===== src/rtl/mem_arb_pkg.sv =====
// mem_arb_pkg: shared widths and grant/index conversion helpers for the memory arbiter path.
package mem_arb_pkg;
    localparam int N_REQ     = 10;
    localparam int ADDR_W    = 16;
    localparam int DATA_W    = 32;
    localparam int TAG_DEPTH = 4;
    localparam int IDX_W     = $clog2(N_REQ);

    // OR-reduces the indices of set bits; multi flags more than one bit set.
    function automatic logic [IDX_W-1:0] onehot2idx(input logic [N_REQ-1:0] oh, output logic multi);
        logic [IDX_W-1:0] idx;
        logic seen;
        idx = '0;
        seen = 1'b0;
        multi = 1'b0;
        for (int i = 0; i < N_REQ; i++) begin
            if (oh[i]) begin
                multi = multi | seen;
                seen = 1'b1;
                idx = idx | IDX_W'(i);
            end
        end
        return idx;
    endfunction

    function automatic logic [N_REQ-1:0] idx2onehot(input logic [IDX_W-1:0] idx);
        return {{(N_REQ-1){1'b0}}, 1'b1} << idx;
    endfunction
endpackage


===== src/rtl/mem_grant_router_if.sv =====
// mem_grant_router_if: requester-side grant/command bus plus memory command/read-return bus.
interface mem_grant_router_if #(
    parameter int N  = 10,
    parameter int AW = 16,
    parameter int DW = 32
);
    logic [N-1:0]    grant;
    logic [N-1:0]    req_we;
    logic [N*AW-1:0] req_addr;
    logic [N*DW-1:0] req_wdata;
    logic            ready;
    logic [N-1:0]    ack;
    logic            mem_en;
    logic            mem_we;
    logic [AW-1:0]   mem_addr;
    logic [DW-1:0]   mem_wdata;
    logic            mem_rvalid;
    logic [DW-1:0]   mem_rdata;
    logic [N-1:0]    rsp_valid;
    logic [DW-1:0]   rsp_data;
    logic            err;

    modport slave (
        input  grant, req_we, req_addr, req_wdata, mem_rvalid, mem_rdata,
        output ready, ack, mem_en, mem_we, mem_addr, mem_wdata, rsp_valid, rsp_data, err
    );
    modport master (
        output grant, req_we, req_addr, req_wdata, mem_rvalid, mem_rdata,
        input  ready, ack, mem_en, mem_we, mem_addr, mem_wdata, rsp_valid, rsp_data, err
    );
endinterface


===== src/rtl/mem_grant_router_tag_fifo.sv =====
// tag_fifo: synchronous FIFO of requester indices for reads awaiting in-order return data.
module tag_fifo #(
    parameter int W     = 4,
    parameter int DEPTH = 4
) (
    input  logic                     clk,
    input  logic                     rst,
    input  logic                     push,
    input  logic                     pop,
    input  logic [W-1:0]             din,
    output logic [W-1:0]             dout,
    output logic                     full,
    output logic                     empty,
    output logic [$clog2(DEPTH):0]   count
);
    localparam int PW = $clog2(DEPTH);
    logic [W-1:0]  mem_q [DEPTH];
    logic [W-1:0]  mem_d [DEPTH];
    logic [PW-1:0] wr_q, wr_d, rd_q, rd_d;
    logic [PW:0]   cnt_q, cnt_d;
    logic          do_push, do_pop;

    always_comb begin
        full = cnt_q[PW];
        empty = cnt_q == '0;
        count = cnt_q;
        dout = mem_q[rd_q];
        do_push = push & ~full;
        do_pop = pop & ~empty;
        mem_d = mem_q;
        if (do_push) mem_d[wr_q] = din;
        wr_d = do_push ? wr_q + 1'b1 : wr_q;
        rd_d = do_pop ? rd_q + 1'b1 : rd_q;
        cnt_d = cnt_q + {{PW{1'b0}}, do_push} - {{PW{1'b0}}, do_pop};
    end

    always_ff @(posedge clk or posedge rst) begin
        if (rst) begin
            mem_q <= '{default: '0};
            wr_q <= '0;
            rd_q <= '0;
            cnt_q <= '0;
        end else begin
            mem_q <= mem_d;
            wr_q <= wr_d;
            rd_q <= rd_d;
            cnt_q <= cnt_d;
        end
    end
endmodule


===== src/rtl/mem_grant_router.sv =====
// mem_grant_router: registers the granted requester's command onto the memory port and
// routes in-order read data back to the originating requester as a one-hot response.
module mem_grant_router
    import mem_arb_pkg::*;
#(
    parameter int N     = N_REQ,
    parameter int AW    = ADDR_W,
    parameter int DW    = DATA_W,
    parameter int DEPTH = TAG_DEPTH
) (
    input logic               clk,
    input logic               rst,
    mem_grant_router_if.slave bus
);
    logic [IDX_W-1:0]      k, tag;
    logic                  multi, accept, push, pop, full, empty;
    logic [$clog2(DEPTH):0] count;
    logic                  mem_en_d, mem_en_q, mem_we_d, mem_we_q, err_d, err_q;
    logic [AW-1:0]         mem_addr_d, mem_addr_q;
    logic [DW-1:0]         mem_wdata_d, mem_wdata_q, rsp_data_d, rsp_data_q;
    logic [N-1:0]          rsp_valid_d, rsp_valid_q;

    tag_fifo #(.W(IDX_W), .DEPTH(DEPTH)) u_tag_fifo (
        .clk(clk), .rst(rst), .push(push), .pop(pop), .din(k), .dout(tag),
        .full(full), .empty(empty), .count(count)
    );

    always_comb begin
        k = onehot2idx(bus.grant, multi);
        // No bypass: a pop in the same cycle never frees a slot for a new accept.
        bus.ready = ~rst & ~full;
        bus.ack = multi ? '0 : bus.grant & {N{bus.ready}};
        accept = |bus.grant & bus.ready & ~multi;
        push = accept & ~bus.req_we[k];
        pop = bus.mem_rvalid & (count != '0);
        mem_en_d = accept;
        mem_we_d = accept ? bus.req_we[k] : mem_we_q;
        mem_addr_d = accept ? bus.req_addr[k*AW +: AW] : mem_addr_q;
        mem_wdata_d = accept ? bus.req_wdata[k*DW +: DW] : mem_wdata_q;
        rsp_valid_d = pop ? idx2onehot(tag) : '0;
        rsp_data_d = pop ? bus.mem_rdata : rsp_data_q;
        err_d = err_q | multi | (bus.mem_rvalid & empty);
        bus.mem_en = mem_en_q;
        bus.mem_we = mem_we_q;
        bus.mem_addr = mem_addr_q;
        bus.mem_wdata = mem_wdata_q;
        bus.rsp_valid = rsp_valid_q;
        bus.rsp_data = rsp_data_q;
        bus.err = err_q;
    end

    always_ff @(posedge clk or posedge rst) begin
        if (rst) begin
            mem_en_q <= 1'b0;
            mem_we_q <= 1'b0;
            mem_addr_q <= '0;
            mem_wdata_q <= '0;
            rsp_valid_q <= '0;
            rsp_data_q <= '0;
            err_q <= 1'b0;
        end else begin
            mem_en_q <= mem_en_d;
            mem_we_q <= mem_we_d;
            mem_addr_q <= mem_addr_d;
            mem_wdata_q <= mem_wdata_d;
            rsp_valid_q <= rsp_valid_d;
            rsp_data_q <= rsp_data_d;
            err_q <= err_d;
        end
    end
endmodule


===== src/flat_wrapper.sv =====
// flat-port wrapper written by rule: the top's interface ports become plain ports
module mem_grant_router_flat import mem_arb_pkg::*;
#(
    parameter int N     = N_REQ,
    parameter int AW    = ADDR_W,
    parameter int DW    = DATA_W,
    parameter int DEPTH = TAG_DEPTH
)
  (clk, rst, bus_grant, bus_req_we, bus_req_addr, bus_req_wdata, bus_mem_rvalid, bus_mem_rdata, bus_ready, bus_ack, bus_mem_en, bus_mem_we, bus_mem_addr, bus_mem_wdata, bus_rsp_valid, bus_rsp_data, bus_err);
  mem_grant_router_if #(.N(N), .AW(AW), .DW(DW)) bus_i ();
  input logic clk;
  input logic rst;
  input wire logic [$bits(bus_i.grant)-1:0] bus_grant;
  input wire logic [$bits(bus_i.req_we)-1:0] bus_req_we;
  input wire logic [$bits(bus_i.req_addr)-1:0] bus_req_addr;
  input wire logic [$bits(bus_i.req_wdata)-1:0] bus_req_wdata;
  input wire logic [$bits(bus_i.mem_rvalid)-1:0] bus_mem_rvalid;
  input wire logic [$bits(bus_i.mem_rdata)-1:0] bus_mem_rdata;
  output wire logic [$bits(bus_i.ready)-1:0] bus_ready;
  output wire logic [$bits(bus_i.ack)-1:0] bus_ack;
  output wire logic [$bits(bus_i.mem_en)-1:0] bus_mem_en;
  output wire logic [$bits(bus_i.mem_we)-1:0] bus_mem_we;
  output wire logic [$bits(bus_i.mem_addr)-1:0] bus_mem_addr;
  output wire logic [$bits(bus_i.mem_wdata)-1:0] bus_mem_wdata;
  output wire logic [$bits(bus_i.rsp_valid)-1:0] bus_rsp_valid;
  output wire logic [$bits(bus_i.rsp_data)-1:0] bus_rsp_data;
  output wire logic [$bits(bus_i.err)-1:0] bus_err;
  assign bus_i.grant = bus_grant;
  assign bus_i.req_we = bus_req_we;
  assign bus_i.req_addr = bus_req_addr;
  assign bus_i.req_wdata = bus_req_wdata;
  assign bus_i.mem_rvalid = bus_mem_rvalid;
  assign bus_i.mem_rdata = bus_mem_rdata;
  assign bus_ready = bus_i.ready;
  assign bus_ack = bus_i.ack;
  assign bus_mem_en = bus_i.mem_en;
  assign bus_mem_we = bus_i.mem_we;
  assign bus_mem_addr = bus_i.mem_addr;
  assign bus_mem_wdata = bus_i.mem_wdata;
  assign bus_rsp_valid = bus_i.rsp_valid;
  assign bus_rsp_data = bus_i.rsp_data;
  assign bus_err = bus_i.err;
  mem_grant_router #(.N(N), .AW(AW), .DW(DW), .DEPTH(DEPTH)) u_core (.clk(clk), .rst(rst), .bus(bus_i));
endmodule

===== config.mk =====
export PLATFORM = sky130hd
export DESIGN_NAME = mem_grant_router_flat
export DESIGN_NICKNAME = d
export VERILOG_FILES = /design/src/rtl/mem_arb_pkg.sv /design/src/rtl/mem_grant_router_if.sv /design/src/rtl/mem_grant_router_tag_fifo.sv /design/src/rtl/mem_grant_router.sv /design/src/flat_wrapper.sv
export SDC_FILE = /design/constraint.sdc
export NUM_CORES = 1
export LEC_CHECK = 0
export CAP_MARGIN = 0
export CORE_AREA = 5 5 246 248
export DETAILED_ROUTE_END_ITERATION = 10
export DIE_AREA = 0 0 251 253
export GPL_TIMING_DRIVEN = 0
export HOLD_SLACK_MARGIN = 0.03
export SLEW_MARGIN = 20
export SYNTH_ARGS = -nofsm -noshare
export SYNTH_HDL_FRONTEND = slang
export SYNTH_SLANG_ARGS = --single-unit
export TNS_END_PERCENT = 10

===== constraint.sdc =====
create_clock -name clk -period 5.5 [get_ports clk]
set_input_delay 1.1 -clock clk [delete_from_list [all_inputs] [get_ports clk]]
set_output_delay 1.1 -clock clk [all_outputs]
set_load 0.03 [all_outputs]

==> out/results.tsv <==
metric	value	unit
critical_path_peak_fanout	10	
critPathRequiredTime	4.40	ns
final_cells	2811	
slew_headroom	28.3	%
core.rowCount	89	
cts_tree	built	
avgViaCountPerCell	4.55	
syn-num-nets	1908	
remaining_drc_errors	0	
core_area	58200	µm²
timing.final.crit_period	5.10	ns
grt_first_pass_wirelength	91100	µm
grt_use_total	19.6	%
multiInputGateArea	5640	µm²
worst_pin_slew	1.08	ns
p_seq_share	29.6	%
fillerInstances	6320	
crit_family	buffers and inverters	
power.switching	1.24	mW
detail_route.first_pass.iterations	5	
synth_cell_types	44	
pre_cts_slack	-0.261	ns
drt_wl_total	65700	µm
routabilityCongestion	0.978	
start_util	15.5	%
synth_enable_flop_cells	0	
wl_per_cell	23.4	µm
vdd.ir_drop.worst	219	µV
post-layout-total-power	3.59	mW
post_route_cells_drive_above_1_share	4.03	%
antenna_violations_before_repair	3	
ff_latch_area	2900	µm²
holdBufCountCts	0	
startpoint_type	input port	
finalHoldViolations	0	
insertion_delay	0.46	ns
ant_nets	0	
drtIter0Drc	918	
setup_ws	0.397	ns
clkSinkCount	116	
final.setup_skew	0.0112	ns
period_share	92.8	%
run_status	completed	
report.final.setup_viol	0	
internal_power_consumption	2.35	mW
syn2layout_area_growth	88.7	%
mostFrequentLayoutCell	clkdlybuf4s50_1	
dominantRegCellSynth	dfrtp_1	
numPortBuffers	636	
asyncSetResetFlopFracSynth	100	%
slowest_delay	0.69	ns
power_density_normalized_to_cell_area	210	nW/µm²
ctsLongestPathBuffers	2	
crit_path_frequent_cell	clkdlybuf4s50_1	
finalCoreUtilization	29.3	%
crit_path_end_kind	output pin	
maximum_number_of_pins_on_one_net_before_global_route_repair	88	
detailroute.via_count	12800	
timing.critical_path.cells	clkdlybuf4s50_1 -> nor4_4 -> o211ai_1 -> a31oi_1 -> clkbuf_1 -> and3_1 -> clkdlybuf4s50_1	
dieWidth	251	µm
p_comb_share	37.1	%
synthesis.area_per_instance	6.61	µm²
crit_path_buf_inv_count	3	
cts_htree_levels	4	
timing_worst_setup_path_type	input port to output pin	
leakage	7.19	nW
ys_seq_elements	116	
yosysWarnings	0	
ctsResizeCount	0	
grt_setup_unrepaired	no	
die-area	63500	µm²
mostFrequentLayoutCells	clkdlybuf4s50_1, nand2_1, nand3_1, dfrtp_1, clkbuf_1	
grt_pass1_vias	13100	
grt_overflow	0	
switching_share	34.6	%
crit_arrival	4.00	ns
path_clk_slew	0.06	ns
synthCells	1366	
clock-root-buffer	clkbuf_16	
synth.yosys.seq_area_share	32.1	%
post_synth_instance_area	9030	µm²
dpl.hpwl	53700	µm
final_net_count	2566	
fp.dieH	253	µm
clockPowerShare	33.3	%
io_pins	639	
min-delay-path-class	flip-flop to flip-flop	
fmax	196	MHz
placed_cells	2778	
crit_slowest_cell	clkdlybuf4s50_1	
setup_tns	0	ns
numCtsBuffers	17	
postCtsSetupBuffers	0	
drv_slew	0	
drv.max_cap_violation_count	0	
final timing paths:
kind                                            startpoint                    endpoint  slack (ns)  depth (start not counted)
worst max-delay path                          bus_grant[4]                  bus_ack[9]        0.40                          7
worst min-delay path                u_core.bus.rsp_data[7]      u_core.bus.rsp_data[7]        0.48                          2
worst max register to register  u_core.u_tag_fifo.count[2]  u_core.u_tag_fifo.count[2]        1.80                         11
worst min register to register      u_core.bus.rsp_data[7]      u_core.bus.rsp_data[7]        0.48                          2
max in group asynchronous                              rst      u_core.bus.mem_addr[4]        3.70                          3
min in group asynchronous                              rst     u_core.bus.rsp_data[23]        1.04                          2
cells in the mapped netlist (all sizes together) (9+ instances only):
master,count,area (µm²)
a21oi,50,250
a31oi,50,313
and3,57,357
buf,21,105
clkbuf,95,357
dfrtp,116,2900
inv,9,33.8
mux2,18,203
mux2i,50,500
nand2,591,2220
nand3,196,981
nor2,14,52.6
o21ai,48,240
layer usage:
layer  part of all wire, %  track usage, %  wire (µm)
met5                     0               0          0
met4                   2.4            5.11       1600
met3                   8.6            4.88       5640
met2                    48            33.2      31300
met1                    41            24.9      27200
kinds of logic after synthesis:
kind of cell	count (synthesis)	share of synthesized area (%)
compound gates	157	9.81
buf+inv	126	5.53
mux	72	8.78
flops	116	32.1
xor+xnor	5	0.485
simple gates	883	42.2
fa+ha+maj	7	1.05
metrics by stage:
step / cell area (µm²) / hold WS [ns]
final: 17000 / 0.476
after global routing: 17000 / 0.490
after CTS: 17000 / 0.476
after detailed placement: 16400 / 0.461
after global placement: 16400 / 0.462
after floorplan: 9030 / 0.459
cell type report:
class | count | area share, %
timing repair buffer | 639 | 37.6
multi-input combinational | 1124 | 33.1
sequential | 116 | 17.0
tap | 773 | 5.67
buffer | 116 | 2.74
clock buffer | 18 | 2.58
clock inverter | 14 | 0.976
inverter | 10 | 0.264
antenna | 1 | 0.0147
power groups by stage:
stage	logic, mW	registers, mW	clock network [mW]
after CTS	1.34	1.06	1.24
final	1.33	1.06	1.19
after floorplan	0.374	1.25	0
after detailed placement	1.33	1.08	0
after global routing	1.42	1.07	1.27
after global placement	1.32	1.07	0
flip-flops by register name (all words and copies together) (netlist names), 2 cells and up:
name	cells
u_core.bus.mem_addr	16
u_core.bus.mem_wdata	32
u_core.bus.rsp_data	32
u_core.bus.rsp_valid	10
u_core.u_tag_fifo.count	3
u_core.u_tag_fifo.mem_q	16
u_core.u_tag_fifo.rd_q	2
u_core.u_tag_fifo.wr_q	2
tightest hold or removal path: stages, from the launching register on:
cell and delay, ns:
dfrtp_1 0.34, nand2_1 0.05, nand2_1 0.06
(Power assumes the default switching activity.)
